## src/rtl/icache_data_ctrl.sv

```systemverilog
// rtl/icache_data_ctrl.sv - icache data SRAM refill/fetch sequencer (optional ICACHE_CTRL_PERF_EN perf counters)
module icache_data_ctrl #(
  parameter int SETS       = 16,
  parameter int LINE_WIDTH = 256,
  parameter int BEAT_WIDTH = 64,
  localparam int SW         = $clog2(SETS),
  localparam int NUM_WMASKS = LINE_WIDTH / 8,
  localparam int BEATS      = LINE_WIDTH / BEAT_WIDTH,
  localparam int BL         = BEAT_WIDTH / 8,
  localparam int CW         = (BEATS > 1) ? $clog2(BEATS) : 1
) (
  input  logic                  clk,
  input  logic                  rst,
  input  logic                  rd_req,
  input  logic [SW-1:0]         rd_set,
  output logic                  rd_gnt,
  output logic                  rd_valid,
  output logic [LINE_WIDTH-1:0] rd_data,
  output logic                  fill_ready,
  input  logic                  fill_start,
  input  logic [SW-1:0]         fill_set,
  input  logic                  fill_beat_valid,
  input  logic [BEAT_WIDTH-1:0] fill_beat_data,
  output logic                  fill_beat_ready,
  output logic                  fill_done,
  output logic                  sram_csb0,
  output logic                  sram_web0,
  output logic [NUM_WMASKS-1:0] sram_wmask0,
  output logic [SW-1:0]         sram_addr0,
  output logic [LINE_WIDTH-1:0] sram_din0,
  output logic                  sram_csb1,
  output logic [SW-1:0]         sram_addr1,
  input  logic [LINE_WIDTH-1:0] sram_dout1
`ifdef ICACHE_CTRL_PERF_EN
  ,
  output logic [31:0]           perf_rd_cnt,
  output logic [31:0]           perf_stall_cnt
`endif
);

  typedef enum logic [1:0] {
    ST_INIT,
    ST_IDLE,
    ST_FILL,
    ST_DISARM
  } state_t;

  state_t                r_state;
  state_t                w_state_nxt;
  logic [CW-1:0]         r_beat_cnt;
  logic [CW-1:0]         w_beat_cnt_nxt;
  logic [SW-1:0]         r_fill_set;
  logic [SW-1:0]         w_fill_set_nxt;
  logic                  r_rd_valid;
  logic                  r_fill_done;
  logic                  w_busy;
  logic                  w_last_beat;
  logic [NUM_WMASKS-1:0] w_lane_mask;

  // A set is locked from reads from fill_start until the disarm cycle has passed,
  // which guarantees the final write has landed before the line is read.
  assign w_busy      = (r_state == ST_FILL) || (r_state == ST_DISARM);
  assign rd_gnt      = rd_req && !rst && !(w_busy && (rd_set == r_fill_set));
  assign sram_csb1   = !rd_gnt;
  assign sram_addr1  = rd_set;
  assign rd_valid    = r_rd_valid;
  assign rd_data     = sram_dout1;
  assign fill_done   = r_fill_done;

  // Beat k lands in byte lanes [BL*k +: BL]; the beat is replicated across the
  // whole line so the mask alone selects where it is written.
  assign w_last_beat = (r_beat_cnt == CW'(BEATS - 1));
  assign w_lane_mask = {{(NUM_WMASKS - BL){1'b0}}, {BL{1'b1}}} << (32'(r_beat_cnt) * BL);
  assign sram_din0   = {BEATS{fill_beat_data}};
  assign sram_addr0  = r_fill_set;

  // State register plus fill bookkeeping and registered read/fill-done flags
  always_ff @(posedge clk or posedge rst) begin
    if (rst) begin
      r_state     <= ST_INIT;
      r_beat_cnt  <= '0;
      r_fill_set  <= '0;
      r_rd_valid  <= 1'b0;
      r_fill_done <= 1'b0;
    end else begin
      r_state     <= w_state_nxt;
      r_beat_cnt  <= w_beat_cnt_nxt;
      r_fill_set  <= w_fill_set_nxt;
      r_rd_valid  <= rd_gnt;
      r_fill_done <= (r_state == ST_DISARM);
    end
  end

  // Next-state and port 0 drive; every non-IDLE cycle without a beat is a disarm
  // so the macro never holds a stale write-enable.
  always_comb begin
    w_state_nxt     = r_state;
    w_beat_cnt_nxt  = r_beat_cnt;
    w_fill_set_nxt  = r_fill_set;
    fill_ready      = 1'b0;
    fill_beat_ready = 1'b0;
    sram_csb0       = 1'b0;
    sram_web0       = 1'b1;
    sram_wmask0     = '0;
    case (r_state)
      ST_INIT: begin
        w_state_nxt = ST_IDLE;
      end
      ST_IDLE: begin
        fill_ready = 1'b1;
        sram_csb0  = 1'b1;
        if (fill_start) begin
          w_fill_set_nxt = fill_set;
          w_beat_cnt_nxt = '0;
          w_state_nxt    = ST_FILL;
        end
      end
      ST_FILL: begin
        fill_beat_ready = 1'b1;
        if (fill_beat_valid) begin
          sram_web0      = 1'b0;
          sram_wmask0    = w_lane_mask;
          w_beat_cnt_nxt = r_beat_cnt + 1'b1;
          if (w_last_beat) begin
            w_state_nxt = ST_DISARM;
          end
        end
      end
      ST_DISARM: begin
        w_state_nxt = ST_IDLE;
      end
      default: begin
        w_state_nxt = ST_INIT;
      end
    endcase
  end

`ifdef ICACHE_CTRL_PERF_EN
  logic [31:0] r_perf_rd_cnt;
  logic [31:0] r_perf_stall_cnt;

  assign perf_rd_cnt    = r_perf_rd_cnt;
  assign perf_stall_cnt = r_perf_stall_cnt;

  // Free-running grant and stall counters, wrapping naturally at 2^32
  always_ff @(posedge clk or posedge rst) begin
    if (rst) begin
      r_perf_rd_cnt    <= '0;
      r_perf_stall_cnt <= '0;
    end else begin
      if (rd_gnt) begin
        r_perf_rd_cnt <= r_perf_rd_cnt + 32'd1;
      end
      if (rd_req && !rd_gnt) begin
        r_perf_stall_cnt <= r_perf_stall_cnt + 32'd1;
      end
    end
  end
`endif

endmodule

```

## config.mk

```make
export PLATFORM = sky130hd
export DESIGN_NAME = icache_data_ctrl
export DESIGN_NICKNAME = d
export VERILOG_FILES = /design/src/rtl/icache_data_ctrl.sv
export SDC_FILE = /design/constraint.sdc
export NUM_CORES = 1
export LEC_CHECK = 0
export ABC_AREA = 1
export BUFFER_PORTS_ARGS = -buffer_cell sky130_fd_sc_hd__buf_4
export CAP_MARGIN = 25
export CORE_AREA = 5 5 345 347
export CTS_CLUSTER_SIZE = 25
export DETAILED_ROUTE_END_ITERATION = 6
export DIE_AREA = 0 0 350 352
export PLACE_DENSITY = 0.32
export SLEW_MARGIN = 10
export SYNTH_ARGS = -nofsm -noshare
export SYNTH_HDL_FRONTEND = slang
export SYNTH_SLANG_ARGS = --single-unit
export TNS_END_PERCENT = 20
```

## constraint.sdc

```tcl
create_clock -name clk -period 3.15 [get_ports clk]
set_clock_uncertainty 0.1 [all_clocks]
set_input_delay 0.1575 -clock clk [delete_from_list [all_inputs] [get_ports clk]]
set_output_delay 0.1575 -clock clk [all_outputs]
set_load 0.05 [all_outputs]
```

=== After elaboration in Yosys (flattened, before gate mapping) ===
Index checks and enable logic that the tools add are counted.

* Shift operators: 1
* Div/mod/pow operators: 0
* Bitwise gates (word level): 0
* $lt $le $gt $ge: 0
* Reduce and logical (&&, ||, !) cells: 13
* Multiply operators: 0
* $add $sub $neg: 1
* Equal/unequal tests: 8
* Muxes and demuxes: 13

{| class="wikitable"
|+ Operators with widths
! operator !! number
|-
| 32-bit two-way mux || 2
|-
| 8-bit by 5-bit left shift with 32-bit output, first input constant || 1
|-
| 2-bit two-way mux || 5
|-
| 2-bit equality test, second input constant || 3
|-
| 2-bit != test, second input constant || 3
|-
| 2-bit one-hot mux with 3 select lines || 1
|-
| 3-bit AND reduction || 2
|-
| 4-bit equality test || 1
|-
| 1-bit two-way mux || 4
|-
| 2-bit one-hot mux with 2 select lines || 1
|-
| 1-bit logical AND || 3
|-
| 1-bit zero test || 3
|-
| 2-bit by 1-bit adder with 2-bit output, second input constant || 1
|-
| 2-bit by 1-bit equality test with 1-bit output, second input constant || 1
|-
| 2-bit zero test || 1
|-
| 2-bit AND reduction || 1
|-
| 2-bit nonzero test || 1
|-
| 2-bit OR reduction || 1
|-
| 1-bit logical OR || 1
|}

* Latch bits: 0
* Output and inout bits: 560
* Memory bits (read-only): 0
* Flip-flop bits (word level): 10
* Logic and storage cells: 41
* Memory bits (writable): 0
* Memories kept: 0

=== Logic depth before layout (Yosys ltp) ===
* Depth after elaboration: 6
* Mapped depth: 9
* Depth with buffers taken out: 9

=== Worst setup path after synthesis ===
OpenSTA, ideal clock, no wires.

* Path kind: reg2out
* Start point: reg r_state[0]
* End point: out sram_wmask0[10]
* Data arrival time: 2444 ps
* Stages on the path, launching flop included: 6
* Slack: 448 ps
* Path through: dfrtp_1 inv_1 ha_1 nand2_1 nor2_1 buf_4

* Cells in the longest elaborated chain, start to end: 2

{| class="wikitable"
|+ RTL lines
! element !! line !! RTL
|-
| from (decl) || 48 || <nowiki>state_t r_state;</nowiki>
|-
| from (signal assigned) || 86 || <nowiki>r_state <= w_state_nxt;</nowiki>
|-
| 2-bit equality test || 105 || <nowiki>case (r_state)</nowiki>
|-
| 32-bit two-way mux || 105 ||
|-
| to (decl) || 28 || <nowiki>output logic [NUM_WMASKS-1:0] sram_wmask0,</nowiki>
|}

No other way between the ends.

=== Worst setup path after layout ===
* Start point: reg r_state[0]
* End point: out sram_wmask0[19]

Same word-level chain as after synthesis.

==> summary.md <==
| Metric | Value |
|---|---|
| Status | finished, final reports clean |
| Leak pwr | 0.717 nW |
| First-pass iteration count of the detailed router | 4 |
| P_int | 0.000579 W |
| Worst-Skew Late Latency | 240 ps |
| P&R area growth vs syn | -34.7% |
| Switching Fraction | 55.4% |
| Fillers | 13700 |
| Most frequent cells in the layout | buf_4, nand2_1, inv_1 |
| Final GP Congestion | 0.588 |
| Delay-heaviest family, CP | simple AND/OR/NAND/NOR gates |
| Max-Cap Viols | 0 |
| Slew HR | 54.1% |
| DR vias | 1483 |
| Initial antenna violation count | 2 |
| Crit path max-delay cell type | nor2_1 |
| RSZ-0062 raised after global routing | no |
| Starting Density | 4.09% |
| Worst-margin pin slew | 686 ps |
| Final setup viols | 0 |
| Final period utilization | 73.0% |
| Worst path required time | 2890 ps |
| GRT Total Usage | 5.73% |
| Synthesis warning total | 0 |
| Worst-path fanout max | 8 |
| Die Width | 350 µm |
| Num rows | 125 |
| Root Buffer | clkbuf_16 |
| Gate power share | 64.5% |
| CP Class | reg2out |
| Synth cell types | 15 |
| Vias in the first global route | 1567 |
| WL final | 37.6 mm |
| R2R Path Start | r_state[1]$_DFFE_PP0P_ |
| Final Hold Viols | 0 |
| DRC | 0 |
| CTS tree | done |
| Reg clk slew, reported paths | 50 ps |
| DR iter-0 viols | 59 |
| Max VDD drop | 126 µV |
| Clock power frac | 17.8% |
| Worst setup path startpoint | r_state[0]$_DFFE_PP0P_ |
| Port bufs | 60 |
| PD cells | 421 mW/mm² |
| Num CTS Buffers | 3 |
| HPWL Detailed | 35.9 mm |
| Reg area | 250 µm² |
| H-Tree Depth | 1 |
| Design Power | 0.00130 W |
| Commonest non-fill, non-tap cell in the layout | buf_4 |
| Hold_buf cts | 1 |
| Mapped cell area | 0.00472 mm² |
| Reg-to-Reg End | sram_addr0[2]$_DFFE_PP0P_ |
| Sequential group share of total power | 17.7% |
| Endpoint class of the critical path | output pin |
| Cell area after layout | 0.00309 mm² |
| Cells along the critical path | inv_1 -> ha_1 -> nand2_1 -> nor2_1 -> buf_4 |
| Layout cells sized above 1 | 46.6% |
| Fin crit period | 2300 ps |
| CP arrival | 2040 ps |
| Worst path bufs/invs | 2 |
| Critical Path Start Type | flop |
| P_sw | 0.000720 W |
| R2R depth | 4 |
| Routed Antenna Nets | 0 |
| Post-synthesis register bit count | 10 |
| Syn Nets | 968 |
| Max stage delay on crit path | 560 ps |
| Post-layout util | 2.67% |
| Pins Over Slew Limit | 0 |
| Total core area | 0.116 mm² |
| Worst reg2reg setup slack | 1480 ps |
| Drt wl/cell | 22.5 µm |
| Die Span Y | 352 µm |
| First-pass GRT wire length | 41.0 mm |
| Fmax | 435 MHz |
| Post-synthesis sequential area ratio | 5.30% |
| Gate Count Post-Synth | 626 |
| Hold crit path type | in2reg |
| Net total in the final layout | 490 |
| Clock Tree Buf Depth | 2 |
| Grt ovf | 0 |
| Setup TNS | 0 ps |
| Avg Inst Size Synth | 7.55 µm² |
| IO Pins | 893 |
| Placed Area | 0.00300 mm² |
| Setup Fix Bufs, Post-CTS | 0 |
| Clock sinks | 10 |
| Drt via density | 0.887 |
| Die ar. | 0.123 mm² |
| Largest net degree at the start of global routing | 11 |
| Resized cells post-CTS | 0 |
| Worst hold margin | 64.4 ps |
| Multi-input logic area | 315 µm² |
| Crit path depth | 5 |
| Critical Path Sink | sram_wmask0[19] |
worst min-delay path by stage:
stage | start | endpoint | slack, ps | cells past startpoint
global route | fill_set[2] | sram_addr0[2]$_DFFE_PP0P_ | 60 | 2
global placement | rst | sram_addr0[2]$_DFFE_PP0P_ | 190 | 2
detailed placement | rst | sram_addr0[2]$_DFFE_PP0P_ | 170 | 2
CTS | fill_set[2] | sram_addr0[2]$_DFFE_PP0P_ | 60 | 2
floorplan | rst | fill_done$_DFF_PP0_ | -100 | 1
finish | fill_set[2] | sram_addr0[2]$_DFFE_PP0P_ | 60 | 2
logic make-up (layout without fill, tap and decap cells):
logic type | Yosys count | count (layout) | share of synthesized area, %
buffers and inverters | 563 | 83 | 88.0
AND/OR/NAND/NOR | 33 | 33 | 2.75
flip-flops | 10 | 10 | 5.30
adder cells (fa/ha/maj) | 9 | 9 | 2.38
AO/OA/AOI/OAI | 9 | 9 | 1.03
XOR/XNOR | 1 | 1 | 0.185
multiplexers | 1 | 1 | 0.318
other | 0 | 1 | 0
routing by layer:
layer	vias up	track usage, %	share of wire, %
met5	-	0.235	0.035
met4	2	3.02	6.1
met3	180	10.8	40
met2	436	8.02	40
met1	491	2.33	14
li1	374	-	-
Yosys cell counts:
library cell / count / share of area (%)
o21ai_1: 1 / 0.11
o21ai_0: 4 / 0.42
nand2_2: 1 / 0.13
inv_1: 17 / 1.4
nand3_1: 3 / 0.32
ha_1: 9 / 2.4
a21oi_1: 3 / 0.32
xnor2_1: 1 / 0.19
inv_2: 1 / 0.079
buf_4: 545 / 87
a21oi_2: 1 / 0.19
nor2_1: 12 / 0.95
dfrtp_1: 10 / 5.3
nand2_1: 17 / 1.4
mux2_4: 1 / 0.32
area by class of cell:
class	count	share of cell area (%)
clock buffers	3	2.43
multi-input cells	53	10.2
flip-flops and latches	10	8.11
inverters	18	2.19
well taps	1524	61.8
diodes	1	0.0811
repair buffers	62	15.2
metrics by stage:
step	cells	setup WS, ps
final	1671	851
after global routing	1670	641
after CTS	1670	807
after detailed placement	1666	1080
after global placement	1666	1150
after floorplan	626	448
flip-flops by register name, summed over array words and instances, names as in the netlist:
| signal | count |
|---|---|
| sram_addr0 | 4 |
| r_beat_cnt | 2 |
| r_state | 2 |
| fill_done | 1 |
| rd_valid | 1 |
power by group through the flow:
stage | clock network [W] | registers (W) | logic, W
2_1_floorplan | 0 | 0.000336 | 0.00227
3_3_place_gp | 0 | 0.000232 | 0.000878
3_5_place_dp | 0 | 0.000234 | 0.000870
4_1_cts | 0.000244 | 0.000232 | 0.000875
5_1_grt | 0.000247 | 0.000239 | 0.000928
6_report | 0.000232 | 0.000230 | 0.000838
No activity file was read; power rests on OpenSTA's default activity.
